<file path="src/rtl/alu_iter.sv">
// Registered 32-bit execute unit: single-cycle logic/add/sub/slt, iterative
// one-bit-per-cycle shifts under a start/done/busy handshake.
//
// state   | meaning
// --------+-----------------------------------------------------------
// S_IDLE  | waiting for start; single-cycle ops and shift-by-0 finish here
// S_SHIFT | shifting acc one bit per edge until cnt reaches terminal count
module alu_iter #(
   parameter int WIDTH = 32,
   parameter int SHW   = 5
) (
   input  logic             clk,
   input  logic             reset,
   input  logic             start,
   input  logic [3:0]       operation,
   input  logic [WIDTH-1:0] a,
   input  logic [WIDTH-1:0] b,
   output logic [WIDTH-1:0] result,
   output logic             zero,
   output logic             done,
   output logic             busy,
   output logic             illegal
);

   localparam logic [3:0] OP_AND = 4'b0000;
   localparam logic [3:0] OP_OR  = 4'b0001;
   localparam logic [3:0] OP_ADD = 4'b0010;
   localparam logic [3:0] OP_SUB = 4'b0110;
   localparam logic [3:0] OP_SLT = 4'b0111;
   localparam logic [3:0] OP_NOR = 4'b1100;
   localparam logic [3:0] OP_SLL = 4'b1000;
   localparam logic [3:0] OP_SRL = 4'b1001;
   localparam logic [3:0] OP_SRA = 4'b1010;

   localparam logic [1:0] SH_SLL = 2'b00;
   localparam logic [1:0] SH_SRL = 2'b01;

   typedef enum logic {S_IDLE, S_SHIFT} state_t;

   state_t           state_q, state_d;
   logic [WIDTH-1:0] acc_q, acc_d;
   logic [SHW-1:0]   cnt_q, cnt_d;
   logic [1:0]       sh_type_q, sh_type_d;
   logic [WIDTH-1:0] result_q, result_d;
   logic             zero_q, zero_d;
   logic             done_q, done_d;
   logic             busy_q, busy_d;
   logic             illegal_q, illegal_d;

   logic [WIDTH-1:0] alu_res;
   logic             alu_legal;
   logic             is_shift;
   logic [SHW-1:0]   sh_amt;
   logic [WIDTH-1:0] acc_sh;

   assign sh_amt = b[SHW-1:0];

   always_comb begin
      alu_res   = '0;
      alu_legal = 1'b1;
      is_shift  = 1'b0;
      case (operation)
         OP_AND: alu_res = a & b;
         OP_OR:  alu_res = a | b;
         OP_ADD: alu_res = a + b;
         OP_SUB: alu_res = a - b;
         OP_SLT: alu_res = {{(WIDTH-1){1'b0}}, ($signed(a) < $signed(b))};
         OP_NOR: alu_res = ~(a | b);
         OP_SLL, OP_SRL, OP_SRA: begin
            // shift by 0 completes immediately and returns a unchanged
            alu_res  = a;
            is_shift = 1'b1;
         end
         default: alu_legal = 1'b0;
      endcase
   end

   always_comb begin
      case (sh_type_q)
         SH_SLL:  acc_sh = {acc_q[WIDTH-2:0], 1'b0};
         SH_SRL:  acc_sh = {1'b0, acc_q[WIDTH-1:1]};
         default: acc_sh = {acc_q[WIDTH-1], acc_q[WIDTH-1:1]};
      endcase
   end

   always_comb begin
      state_d   = state_q;
      acc_d     = acc_q;
      cnt_d     = cnt_q;
      sh_type_d = sh_type_q;
      result_d  = result_q;
      zero_d    = zero_q;
      done_d    = 1'b0;
      busy_d    = busy_q;
      illegal_d = 1'b0;
      case (state_q)
         S_IDLE: begin
            if (start) begin
               if (is_shift && (sh_amt != '0)) begin
                  acc_d     = a;
                  cnt_d     = sh_amt;
                  sh_type_d = operation[1:0];
                  busy_d    = 1'b1;
                  state_d   = S_SHIFT;
               end else begin
                  result_d  = alu_res;
                  zero_d    = (alu_res == '0);
                  done_d    = 1'b1;
                  illegal_d = ~alu_legal;
               end
            end
         end
         S_SHIFT: begin
            acc_d = acc_sh;
            cnt_d = cnt_q - SHW'(1);
            if (cnt_q == SHW'(1)) begin
               result_d = acc_sh;
               zero_d   = (acc_sh == '0);
               done_d   = 1'b1;
               busy_d   = 1'b0;
               state_d  = S_IDLE;
            end
         end
         default: state_d = S_IDLE;
      endcase
   end

   always_ff @(posedge clk) begin
      if (reset) begin
         state_q   <= S_IDLE;
         acc_q     <= '0;
         cnt_q     <= '0;
         sh_type_q <= SH_SLL;
         result_q  <= '0;
         zero_q    <= 1'b1;
         done_q    <= 1'b0;
         busy_q    <= 1'b0;
         illegal_q <= 1'b0;
      end else begin
         state_q   <= state_d;
         acc_q     <= acc_d;
         cnt_q     <= cnt_d;
         sh_type_q <= sh_type_d;
         result_q  <= result_d;
         zero_q    <= zero_d;
         done_q    <= done_d;
         busy_q    <= busy_d;
         illegal_q <= illegal_d;
      end
   end

   assign result  = result_q;
   assign zero    = zero_q;
   assign done    = done_q;
   assign busy    = busy_q;
   assign illegal = illegal_q;

endmodule

</file>
<file path="config.mk">
export PLATFORM = sky130hd
export DESIGN_NAME = alu_iter
export DESIGN_NICKNAME = d
export VERILOG_FILES = /design/src/rtl/alu_iter.sv
export SDC_FILE = /design/constraint.sdc
export NUM_CORES = 1
export LEC_CHECK = 0
export CORE_ASPECT_RATIO = 1.2
export CORE_MARGIN = 2
export CORE_UTILIZATION = 44
export DETAILED_ROUTE_END_ITERATION = 10
export RECOVER_POWER = 50
export SLEW_MARGIN = 20
export SYNTH_ARGS = -nofsm -noshare
export SYNTH_HDL_FRONTEND = slang
export SYNTH_SLANG_ARGS = --single-unit
</file>
<file path="constraint.sdc">
create_clock -name clk -period 3.95 [get_ports clk]
set_input_delay 0.395 -clock clk [delete_from_list [all_inputs] [get_ports clk]]
set_output_delay 0.395 -clock clk [all_outputs]
set_load 0.01 [all_outputs]
</file>
==> flow_summary.ini <==
[clock_network]
tritoncts = yes
ctsHoldBuffers = 0
worst_skew_pair.late_latency_ps = 340
cts_buffers = 9
root_buffer = clkbuf_16
clockBufferDepth = 2
clkSinkCount = 76
clk_pin_slew_ps = 60
cts_htree_levels = 3

[die]
ios = 107
core_region_area_um2 = 22400
die-area_um2 = 23900
start_util_pct = 44.7
dieWidth_um = 142
rows = 60
die_h_um = 169

[setup_path]
crit_chain = clkdlybuf4s50_1 > inv_2 > ha_4 > nor2b_1 > o31a_1 > o31ai_4 > a31oi_2 > o31a_1 > a311o_1 > mux2i_1 > o21ai_0 > or4_1 > o31ai_1
reg2reg_from = cnt_q[0]
worstSetupEndpointType = register
cp_max_fo = 5
path_depth = 13
crit_arrival_ps = 4220
crit_required_ps = 4200
crit_buf_inv = 2
reg2reg_depth = 14
cp_common_cell = o31a_1
path_class = input port to register
critPathLaunchType = input port
cpPeakStageDelay_ps = 550
path_delay_family = compound AO/OA/AOI/OAI gates
crit_path_start = b[2]
crit_path_top_delay_cell = or4_1

[yosys]
ys.warnings.count = 0
synth_edf_count = 0
synthCells = 1455
synth_cell_types = 96
synth_fp_nets = 1629
avgSynthCellArea_um2 = 6.87
synth_ff_type = dfxtp_1
synth_area_leaders = dfxtp_1 15%, ha_1 13%, nand2_1 7.8%, a21oi_1 7.4%, inv_1 4.1%
syn_area_um2 = 10000
yosysTopAreaCell = dfxtp_1
seq_area_frac_synth_pct = 15.2
ys_ff_latch = 76
synthArstFlopShare_pct = 0
netlist.area_leader.share_pct = 15.2

[drt]
wl_met3_um = 3300
wl_met2_um = 20000
avgRoutedWirePerCell_um = 20.8
routed_via_density = 6.09
ant_nets = 0
first_pass_iters = 5
drtIter0Drc = 1180
num_vias = 12700
wl_um = 43400
met1Wirelength_um = 18900
highest_layer = met4
route.detailed.drc = 0

[finish]
num-nets-final = 1974
drive_gt1_share_pct = 23.2
nFillCells = 2164
layout.cells.non_filler = 2084
area_delta_synth_final_pct = 41.0
n_antenna_cell = 0

[timing]
fin_skew_ps = 9.84
rsz0062_at_grt = true
drv_slew = 0
fmax_ghz = 0.252
finalWorstSetupSlack_ps = -14.8
fin_setup_tns_ps = -14.8
tightest_slew_ps = 1090
fin_crit_sh_pct = 100
min_period_ps = 3960
timing.hold.ws_ps = 386
hold_viol_final = 0
slew_headroom_pct = 27.1
report.final.setup_viol = 1

[grt]
antenna_found_initial = 0
grt_max_degree = 75
grt_pass1_vias = 11900
overflow = 0
grt_pass1_wl_um = 67200
track_usage_pct = 35.6

[worst_hold_path]
hold_path_depth = 3
hold_path_class = input port to register
min_from = reset

[placement]
dp.cells = 2062
gp_congestion = 1.03
port_buffers = 106
dp_hpwl_um = 35400

[run_status]
failed_checks = setup timing
status = finished with violations

[power_and_ir_drop]
p_per_area_nw_per_um2 = 249
leakage_nw = 6.17
ir_worst_vdd_mv = 0.220

[job]
drv_cap = 0
==> synthesized netlist by cell type, types with 33 or more instances <==
library cell	count
nand3_1	38
nor3_1	38
inv_1	108
buf_2	33
nand2_1	208
nor2_1	105
o211ai_1	37
dfxtp_1	76
o21ai_0	60
a21oi_1	147
ha_1	101
clkbuf_1	59
==> what timing repair did <==
action,CTS,global route
pin swaps,19,9
hold endpoints to repair,0,0
endpoints found under the setup margin,1,4
buffers inserted,3,3
resized for setup,40,22
==> state kept, by name (all words and copies together) (netlist names) <==
register	cells
state_q	1
cnt_q	5
result	32
done	1
acc_q	32
illegal	1
zero	1
sh_type_q	2
busy	1
==> path summary, 6_finish.rpt <==
check / end / slack (ps)
worst max-delay path: zero / -10
worst min-delay path: busy / 390
worst max register to register: zero / 860
worst min register to register: result[4] / 440
==> routing by layer <==
layer / vias to the layer above / global-route usage (%)
met1: 5958 / 48.3
met2: 613 / 58.8
met5: - / 0
met4: 0 / 11.3
li1: 6031 / -
met3: 89 / 4.30
==> placed cells by master (no fill, tap or decap), types with 38 or more instances in the layout <==
master	n
dfxtp_1	75
ha_1	93
nand3_1	38
clkdlybuf4s50_1	67
a21oi_1	142
buf_4	319
nor2_1	105
o21ai_0	56
nand2_1	207
inv_1	104
==> worst register-to-register path: stages, from the launching register on <==
cell      delay (ps)
dfxtp_1          460
ha_1             180
nor4b_1          230
buf_4            180
nor2_1            80
nand3b_1         150
nand4_1          110
nor4_2           280
buf_4            160
nand4_1          140
nor4_4           170
buf_4            140
nand4b_1          90
or4_1            410
o31ai_1          220
==> final cells by class <==
cell class	instances	area (µm²)	area share (%)
Clock buffer	12	256	1.82
Clock inverter	4	47.5	0.337
Inverter	111	419	2.97
Sequential cell	76	1520	10.8
Multi-Input combinational cell	1168	7950	56.4
Timing Repair Buffer	434	3560	25.2
Tap cell	279	349	2.48
==> kinds of logic after synthesis <==
group                      count (synthesis)  share of synthesized area (%)
buffers and inverters                    211                           8.47
muxes                                     21                           2.13
AOI/OAI and AO/OA                        513                           35.6
adders and majority gates                103                           13.0
xor gates and xnor gates                   4                          0.351
and+or+nand+nor                          527                           25.1
DFF                                       76                           15.2
==> where the power goes <==
part	internal, W	switching [W]
Clock	0.000521	0.000311
Combinational	0.000817	0.000984
Sequential	0.000828	0.0000487
Total	0.00217	0.00134
==> metrics by stage <==
step           worst slack (ps)  area [µm²]  utilization (%)  power, W
2_1_floorplan               574       10000                -   0.00175
3_3_place_gp               -564       13500             60.2   0.00259
3_5_place_dp               -640       13500             60.2   0.00260
4_1_cts                    3.28       14000             62.5   0.00347
5_1_grt                    -160       14100             63.0   0.00368
6_report                  -14.8       14100             63.0   0.00351
(Power assumes the default switching activity.)
